[config.mk]
export PLATFORM = sky130hd
export DESIGN_NAME = lcd_controller
export DESIGN_NICKNAME = d
export VERILOG_FILES = /design/src/rtl/lcd_pkg.sv /design/src/rtl/lcd_fifo.sv /design/src/rtl/lcd_controller.sv
export SDC_FILE = /design/constraint.sdc
export NUM_CORES = 1
export LEC_CHECK = 0
export CORE_ASPECT_RATIO = 1.1
export CORE_UTILIZATION = 45
export DETAILED_ROUTE_END_ITERATION = 8
export GPL_ROUTABILITY_DRIVEN = 0
export PLACE_DENSITY = 0.74
export SLEW_MARGIN = 20
export SYNTH_ARGS = -nofsm -noshare
export SYNTH_HDL_FRONTEND = slang
export SYNTH_SLANG_ARGS = --single-unit
[constraint.sdc]
create_clock -name clk -period 7.6 [get_ports clk]
set_clock_uncertainty 0.2 [all_clocks]
set_input_delay 1.9 -clock clk [delete_from_list [all_inputs] [get_ports clk]]
set_output_delay 1.9 -clock clk [all_outputs]
set_load 0.01 [all_outputs]
[src/rtl/lcd_pkg.sv]
// rtl/lcd_pkg.sv - shared types and constants for the HD44780 character-LCD driver
// Contents: FSM state enum, lcd pin positions, status word bit positions,
//           9-bit queue entry, long-executing command codes, bus base address,
//           and a constant-evaluable max helper used to size the delay counter.
package lcd_pkg;

   typedef enum logic [2:0] {
      ST_POWERUP,
      ST_INIT_NIB,
      ST_INIT_WAIT,
      ST_IDLE,
      ST_SETUP,
      ST_E_HIGH,
      ST_E_LOW,
      ST_EXEC_WAIT
   } lcdState_t;

   // lcd[3:0] carries D4..D7
   localparam int LCD_E_BIT  = 5;
   localparam int LCD_RS_BIT = 4;

   localparam int STAT_BUSY_BIT     = 0;
   localparam int STAT_READY_BIT    = 1;
   localparam int STAT_FULL_BIT     = 2;
   localparam int STAT_OVERFLOW_BIT = 3;

   typedef struct packed {
      logic       rs;
      logic [7:0] data;
   } lcdEntry_t;

   // Clear display and return home need the long execution wait
   localparam logic [7:0] CMD_CLEAR = 8'h01;
   localparam logic [7:0] CMD_HOME  = 8'h02;

   localparam logic [31:0] LCD_BASE_ADDR = 32'hF200_0000;

   function automatic int maxOf(input int a, input int b);
      return (a > b) ? a : b;
   endfunction

   function automatic logic isLongCmd(input lcdEntry_t e);
      return !e.rs && ((e.data == CMD_CLEAR) || (e.data == CMD_HOME));
   endfunction

endpackage

[src/rtl/lcd_fifo.sv]
// rtl/lcd_fifo.sv - synchronous FIFO holding queued LCD bytes
// Ports:
//   clk, reset        clock, synchronous active-high reset (empties the queue)
//   push, pushData    write request and data; ignored while full
//   pop               read request; ignored while empty
//   popData           head entry, valid whenever empty=0
//   full, empty       occupancy flags
module lcd_fifo
   import lcd_pkg::*;
#(
   parameter int WIDTH = 9,
   parameter int DEPTH = 4
) (
   input  logic             clk,
   input  logic             reset,
   input  logic             push,
   input  logic [WIDTH-1:0] pushData,
   input  logic             pop,
   output logic [WIDTH-1:0] popData,
   output logic             full,
   output logic             empty
);

   localparam int AW = $clog2(DEPTH);

   logic [WIDTH-1:0] mem [DEPTH];
   // One extra pointer bit distinguishes full from empty when the indices match
   logic [AW:0]      wrPtr;
   logic [AW:0]      rdPtr;
   logic             doPush;
   logic             doPop;

   assign empty   = (wrPtr == rdPtr);
   assign full    = (wrPtr[AW] != rdPtr[AW]) && (wrPtr[AW-1:0] == rdPtr[AW-1:0]);
   assign doPush  = push && !full;
   assign doPop   = pop && !empty;
   assign popData = mem[rdPtr[AW-1:0]];

   always_ff @(posedge clk) begin
      if (doPush) begin
         mem[wrPtr[AW-1:0]] <= pushData;
      end
   end

   always_ff @(posedge clk) begin
      if (reset) begin
         wrPtr <= '0;
         rdPtr <= '0;
      end else begin
         if (doPush) begin
            wrPtr <= wrPtr + 1'b1;
         end
         if (doPop) begin
            rdPtr <= rdPtr + 1'b1;
         end
      end
   end

endmodule

[src/rtl/lcd_controller.sv]
// rtl/lcd_controller.sv - memory-mapped HD44780 driver: 4-bit init sequence plus queued byte output
// Ports:
//   clk, reset     system clock, synchronous active-high reset
//   chipSelect     bus access decoded to this block
//   writeData      write at offset 0: queue dataIn[7:0] with RS=1
//   writeCommand   write at offset 4: queue dataIn[7:0] with RS=0, or clear overflow if dataIn[8]=1
//   dataIn         bus write data
//   dataOut        status {28'b0, overflow, full, ready, busy}, combinational
//   lcd            [3:0]=D4..D7, [4]=RS, [5]=E, registered
module lcd_controller
   import lcd_pkg::*;
#(
   parameter int FIFO_DEPTH        = 4,
   parameter int POWERUP_CYCLES    = 180000,
   parameter int INIT_WAIT_CYCLES  = 49200,
   parameter int E_CYCLES          = 6,
   parameter int GAP_CYCLES        = 12,
   parameter int SHORT_WAIT_CYCLES = 480,
   parameter int LONG_WAIT_CYCLES  = 19680
) (
   input  logic        clk,
   input  logic        reset,
   input  logic        chipSelect,
   input  logic        writeData,
   input  logic        writeCommand,
   input  logic [31:0] dataIn,
   output logic [31:0] dataOut,
   output logic [5:0]  lcd
);

   localparam int MAX_CYCLES = maxOf(maxOf(maxOf(POWERUP_CYCLES, INIT_WAIT_CYCLES),
                                           maxOf(E_CYCLES, GAP_CYCLES)),
                                     maxOf(SHORT_WAIT_CYCLES, LONG_WAIT_CYCLES));
   localparam int CNT_W = $clog2(MAX_CYCLES + 1);

   // Counted states load N-1 and leave when the counter reads zero, so each lasts N cycles
   function automatic logic [CNT_W-1:0] cycles(input int n);
      return CNT_W'(n - 1);
   endfunction

   lcdState_t        state;
   logic [CNT_W-1:0] cnt;
   logic [1:0]       initIdx;
   logic             initMode;
   logic             lowNibble;
   logic             ready;
   logic             overflow;
   lcdEntry_t        cur;
   lcdEntry_t        pushEntry;
   lcdEntry_t        popEntry;
   logic             full;
   logic             empty;
   logic             pop;
   logic             busy;
   logic             clearWrite;
   logic             wrReq;
   logic             unusedDataBits;

   assign clearWrite     = chipSelect && writeCommand && dataIn[8];
   assign wrReq          = chipSelect && (writeData || writeCommand) && !clearWrite;
   assign pushEntry      = '{rs: writeData, data: dataIn[7:0]};
   assign pop            = (state == ST_IDLE) && !empty;
   assign busy           = (state != ST_IDLE) || !empty;
   assign unusedDataBits = ^dataIn[31:9];

   lcd_fifo #(
      .WIDTH ($bits(lcdEntry_t)),
      .DEPTH (FIFO_DEPTH)
   ) queue (
      .clk      (clk),
      .reset    (reset),
      .push     (wrReq),
      .pushData (pushEntry),
      .pop      (pop),
      .popData  (popEntry),
      .full     (full),
      .empty    (empty)
   );

   always_comb begin
      dataOut                    = '0;
      dataOut[STAT_BUSY_BIT]     = busy;
      dataOut[STAT_READY_BIT]    = ready;
      dataOut[STAT_FULL_BIT]     = full;
      dataOut[STAT_OVERFLOW_BIT] = overflow;
   end

   // Full is sampled before any same-cycle pop, so a write on a full queue is always dropped
   always_ff @(posedge clk) begin
      if (reset) begin
         overflow <= 1'b0;
      end else if (clearWrite) begin
         overflow <= 1'b0;
      end else if (wrReq && full) begin
         overflow <= 1'b1;
      end
   end

   // Init nibbles reuse SETUP/E_HIGH/E_LOW with lowNibble forced so E_LOW exits to INIT_WAIT.
   // RS/data are only written on entry to SETUP, so they cannot move while E is high.
   always_ff @(posedge clk) begin
      if (reset) begin
         state     <= ST_POWERUP;
         cnt       <= cycles(POWERUP_CYCLES);
         lcd       <= '0;
         ready     <= 1'b0;
         initIdx   <= '0;
         initMode  <= 1'b0;
         lowNibble <= 1'b0;
         cur       <= '0;
      end else begin
         case (state)
            ST_POWERUP: begin
               if (cnt == '0) begin
                  state <= ST_INIT_NIB;
               end else begin
                  cnt <= cnt - 1'b1;
               end
            end
            ST_INIT_NIB: begin
               lcd[LCD_E_BIT]  <= 1'b0;
               lcd[LCD_RS_BIT] <= 1'b0;
               lcd[3:0]        <= (initIdx == 2'd3) ? 4'h2 : 4'h3;
               initMode        <= 1'b1;
               lowNibble       <= 1'b1;
               cnt             <= cycles(GAP_CYCLES);
               state           <= ST_SETUP;
            end
            ST_INIT_WAIT: begin
               if (cnt == '0) begin
                  if (initIdx == 2'd3) begin
                     ready    <= 1'b1;
                     initMode <= 1'b0;
                     state    <= ST_IDLE;
                  end else begin
                     initIdx <= initIdx + 2'd1;
                     state   <= ST_INIT_NIB;
                  end
               end else begin
                  cnt <= cnt - 1'b1;
               end
            end
            ST_IDLE: begin
               if (!empty) begin
                  cur             <= popEntry;
                  lcd[LCD_E_BIT]  <= 1'b0;
                  lcd[LCD_RS_BIT] <= popEntry.rs;
                  lcd[3:0]        <= popEntry.data[7:4];
                  lowNibble       <= 1'b0;
                  cnt             <= cycles(GAP_CYCLES);
                  state           <= ST_SETUP;
               end
            end
            ST_SETUP: begin
               if (cnt == '0) begin
                  lcd[LCD_E_BIT] <= 1'b1;
                  cnt            <= cycles(E_CYCLES);
                  state          <= ST_E_HIGH;
               end else begin
                  cnt <= cnt - 1'b1;
               end
            end
            ST_E_HIGH: begin
               if (cnt == '0) begin
                  lcd[LCD_E_BIT] <= 1'b0;
                  cnt            <= cycles(GAP_CYCLES);
                  state          <= ST_E_LOW;
               end else begin
                  cnt <= cnt - 1'b1;
               end
            end
            ST_E_LOW: begin
               if (cnt == '0) begin
                  if (!lowNibble) begin
                     lcd[3:0]  <= cur.data[3:0];
                     lowNibble <= 1'b1;
                     cnt       <= cycles(GAP_CYCLES);
                     state     <= ST_SETUP;
                  end else if (initMode) begin
                     cnt   <= cycles(INIT_WAIT_CYCLES);
                     state <= ST_INIT_WAIT;
                  end else begin
                     cnt   <= isLongCmd(cur) ? cycles(LONG_WAIT_CYCLES) : cycles(SHORT_WAIT_CYCLES);
                     state <= ST_EXEC_WAIT;
                  end
               end else begin
                  cnt <= cnt - 1'b1;
               end
            end
            ST_EXEC_WAIT: begin
               if (cnt == '0) begin
                  state <= ST_IDLE;
               end else begin
                  cnt <= cnt - 1'b1;
               end
            end
            default: begin
               state <= ST_POWERUP;
               cnt   <= cycles(POWERUP_CYCLES);
            end
         endcase
      end
   end

endmodule

Word-level counts from Yosys, hierarchy flattened
Memories as Yosys holds them, arrays and structs flattened. A register that Yosys moved wholly into a read port is not among the register bits.
Cells that the tools add are included.
{ "totals": {"wordCells": 118, "ram_bits": 36, "ff_bits": 48, "latch_bits": 0, "output_inout_bits": 38, "memories": 1, "input_bits": 37, "mem_bits_ro": 0} }
{ "memory_table": {"columns": ["name", "depth", "word_bits", "read_ports", "rd_ports_with_merged_regs", "write_ports", "line", "rtl"], "rows": [
  ["queue.mem", 4, 9, 1, 1, 1, "lcd_fifo.sv:26", "logic [WIDTH-1:0] mem [DEPTH];"]
]} }
{ "classes": {"add_sub_neg": 4, "mul": 0, "bitwise": 2, "mux": 38, "div_mod_pow": 0, "shifts": 0, "reduce_logical": 35, "n_eq_ne": 24, "magnitude_cmp": 0} }
{ "op_table": {"columns": ["operator", "count"], "rows": [
  ["one-hot mux 18 bit (6 select lines)", 1],
  ["two-way mux 18 bit", 5],
  ["two-way mux 16 bit", 2],
  ["two-way mux 3 bit", 9],
  ["one-hot mux 3 bit (8 select lines)", 1],
  ["inequality test 2 bit (second input constant)", 10],
  ["zero test 18 bit", 1],
  ["subtractor 18 x 1 -> 18 bit (second input constant)", 1],
  ["two-way mux 15 bit", 1],
  ["== test 3 bit (second input constant)", 4],
  ["one-hot mux 4 bit (3 select lines)", 1],
  ["AND reduction 3 bit", 4],
  ["logical AND 1 bit", 10],
  ["== test 8 x 1 -> 1 bit (second input constant)", 1],
  ["== test 8 x 2 -> 1 bit (second input constant)", 1],
  ["two-way mux 1 bit", 8],
  ["two-way mux 4 bit", 2],
  ["AND reduction 4 bit", 2],
  ["AND reduction 7 bit", 1],
  ["adder 3 x 1 -> 3 bit (second input constant)", 2],
  ["== test 3 x 2 -> 1 bit (second input constant)", 2],
  ["two-way mux 2 bit", 3],
  ["two-way mux 6 bit", 1],
  ["AND reduction 2 bit", 3],
  ["other kinds (19)", 27]
]} }

Longest topological paths before layout
{ "depth": {"word_depth": 8, "mapped_depth": 9} }

Cells and area by module
Synthesis repeated with hierarchy kept, for this count alone.
{ "unflattened": {"hier_cells": 449, "area_unflattened_um2": 4583.1} }
{ "by_module_without_submodules": {"columns": ["module", "cells_per_inst", "area_per_inst_um2", "n_inst"], "rows": [
  ["lcd_controller", 334, 2708.8, 1],
  ["lcd_fifo", 115, 1874.3, 1]
]} }

Worst setup path after synthesis
No wires, ideal clock.
{ "synth_path": {"kind": "flip-flop to output port", "from": "register queue.wrPtr[0]", "to": "output port dataOut[0]", "stages_incl_launch_ff": 5, "t_arrival_ns": 1.210, "setup_slack_ns": 4.290, "path_buffers": 1, "path_cell_list": "dfxtp_1 -> xor2_1 -> nor3b_2 -> nand3_1 -> buf_4"} }
{ "synth_between": {"elab_chain_cells": 3} }
{ "synth_rtl": {"columns": ["element", "line", "rtl"], "rows": [
  ["from (decl)", "lcd_fifo.sv:28", "logic [AW:0] wrPtr;"],
  ["from (signal assigned)", "lcd_fifo.sv:51", "wrPtr <= wrPtr + 1'b1;"],
  ["== test 3 bit", "lcd_fifo.sv:33", "assign empty = (wrPtr == rdPtr);"],
  ["zero test 1 bit", "lcd_controller.sv:63", "assign busy = (state != ST_IDLE) || !empty;"],
  ["logical OR 1 bit", "lcd_controller.sv:63", null],
  ["to (decl)", "lcd_controller.sv:27", "output logic [31:0] dataOut,"]
]} }
No other way between the ends.

Worst setup path after layout
Ends and elaborated chain as after synthesis.

==> run metrics <==
outcome complete, no violations; CTS Hold Bufs 0; 1st-iter DRT viols 188; design area ~0.0046 mm2; Hold Vio Cnt, Final 0; initial antenna violation count 0; n_diodes 0; Clock Sinks 86; total grt overflow 0; Cells after Synth 399; WP data arrival around 2.3 ns; Area Growth Syn to Fin 8.768%; FP Rows 36; Max clock buf depth 2; CTS tree done; Final Max Tran Viols 0; RSZ-0062 raised after global routing false; Post-synth EDFFs 36; DRC errors left 0; Max Cap Viol 0; flops & latches, synth 86; peak supply drop between 0.15 and 0.2 mV; ANT nets after route 0; post-DP HPWL approximately 5600 um; Root Driver clkbuf_8; ys async rst share 0%; core area 0.008964 mm2; port bufs 23; Yosys warning total 0; Vias/cell around 5.6; Mapped Area 0.004195 mm2; FF-to-FF setup slack 4.35 ns; most frequent cells in the layout 50 x dfxtp_1, 38 x nor2_1, 36 x edfxtp_1, 28 x conb_1; Slew headroom slightly above 30%; Syn Area/Cell ~11 um2; final worst path period share between 50 and 60%; WP data required 5.50 ns; critical path's slowest cell nor3b_2; Clock Latency Late Sink approximately 0.36 ns; die footprint between 0.009 and 0.01 mm2; Power Dens Cells 187.8 mW/mm2; I/O pins 75; final setup fails 0; vias in the first global route between 2000 and 3000; Die X between 90 and 100 um; clk slew on worst S/H paths around 0.09 ns; Static Leak around 1.5 nW; CP endpoint kind output pin; Worst path max stage delay between 0.5 and 0.6 ns; minimum clock period 4.419 ns; Resized cells post-CTS 0; Netlist cell types 62; Peak Freq between 200 and 250 MHz; H-tree depth 3; vias around 3000; fin util between 50% and 60%; Initial Util ~47%; drt total wl between 8000 and 9000 um; router iterations before antenna repair 5; largest net degree at the start of global routing 40; sequential share of the synthesized area about half; CP max FO 10; DR WL/cell 15.36 um; placed cell area between 0.004 and 0.005 mm2; CP startpoint kind flip-flop; fin nets 455; gr usage total a little under a fifth; Slew @ Worst Pin about 1.0 ns; CP Cell Sequence xor2_1 -> nor3b_2 -> nand3_1 -> clkdlybuf4s50_1; setup bufs post-CTS 0; Setup TNS Final 0 ns; Hold Crit Class flip-flop to flip-flop; layout cells sized above 1 approximately a tenth; critical path class flip-flop to output pin; first-pass GRT wire length between 10000 and 15000 um; worst hold margin approximately 0.27 ns; most common cell after layout, fill and taps aside dfxtp_1; CTS Buf Count 9; Main synth FF type dfxtp_1; Power, Total ~860 uW; Die Ht roughly 100 um
-- metrics by stage --
stage / setup slack, ns / instances
after floorplan: 4.290 / 426
after global placement: 3.537 / 514
after CTS: 3.199 / 530
after global routing: 3.038 / 530
after detailed placement: 3.526 / 514
final: 3.181 / 530
-- area by class of cell --
type | instances | area, um2
multi-input combinational | 279 | 1857
tap | 114 | 142.6
sequential | 86 | 2082
clock buffer | 10 | 127.6
inverter | 10 | 37.54
clock inverter | 6 | 71.32
fill | 823 | 4400
timing repair buffer | 25 | 245.2
-- worst max-delay path: cells and delay by family, from the launching register on --
kind                   cells  cell delay (ns)
AND/OR/NAND/NOR            2             0.83
buffers and inverters      1             0.56
flip-flops                 1             0.44
XOR/XNOR                   1             0.12
-- registers in the layout, summed over array words and instances (netlist names), named ones only --
signal / count
ready: 1
queue.wrPtr: 3
initIdx: 2
cnt: 18
initMode: 1
lcd: 6
queue.rdPtr: 3
lowNibble: 1
queue.mem: 36
overflow: 1
cur: 9
state: 3
-- power by group --
part / internal, mW / total (mW) / switching [mW] / leakage (nW)
clock network: 0.154 / 0.324 / 0.170 / 0.0931
registers: 0.488 / 0.493 / 0.00437 / 0.731
logic: 0.0147 / 0.0398 / 0.0251 / 0.711
total: 0.657 / 0.857 / 0.199 / 1.54
-- layer usage --
layer / global-route usage (%) / wire length [um] / part of all wire, % / vias up
met5: 0 / 0 / 0 / -
met4: 7.337 / 140 / 1.7 / 0
met3: 4.898 / 415 / 5.1 / 13
met2: 30.60 / 4115 / 51 / 97
met1: 22.19 / 3472 / 43 / 1411
li1: - / - / - / 1430
-- synthesized netlist by cell type, types with 3 or more instances --
master | instances | share of area (%)
dfxtp_1 | 50 | 24
nor2_1 | 38 | 3.4
edfxtp_1 | 36 | 26
buf_4 | 32 | 5.7
a21oi_1 | 26 | 3.1
nand2_1 | 26 | 2.3
o21ai_0 | 20 | 2.4
clkbuf_1 | 15 | 1.3
inv_1 | 10 | 0.89
mux2i_1 | 10 | 2.4
nor3_1 | 10 | 1.2
mux4_2 | 9 | 4.8
ha_1 | 7 | 2.1
nand3_1 | 7 | 0.83
o211ai_1 | 7 | 1.3
xor2_1 | 7 | 1.5
and2_1 | 6 | 0.89
nor2b_1 | 6 | 0.89
xnor2_1 | 6 | 1.3
a221o_1 | 5 | 1.2
o21ai_1 | 5 | 0.60
a31oi_1 | 4 | 0.60
nor4_1 | 4 | 0.60
o31ai_1 | 4 | 0.72
a311oi_1 | 3 | 0.63
or4_1 | 3 | 0.54
-- cell families (layout without fill, tap and decap cells) --
group / Yosys count / after routing / share of synthesized area (%)
muxes: 19 / 19 / 7.217
xor gates and xnor gates: 13 / 13 / 2.714
adders and majority gates: 7 / 7 / 2.088
AOI/OAI and AO/OA: 96 / 96 / 15.81
buffers and inverters: 61 / 51 / 8.530
other: 1 / 28 / 0.08939
and+or+nand+nor: 116 / 116 / 13.93
DFF: 86 / 86 / 49.63
-- path summary, 6_finish.rpt --
kind                                startpoint    endpoint  cells after the start
worst min-delay path                    lcd[4]      lcd[4]                      2
worst max-delay path            queue.wrPtr[0]  dataOut[0]                      4
worst max register to register          cnt[0]     cnt[14]                      8
worst min register to register          lcd[4]      lcd[4]                      2
(Power assumes the default switching activity.)
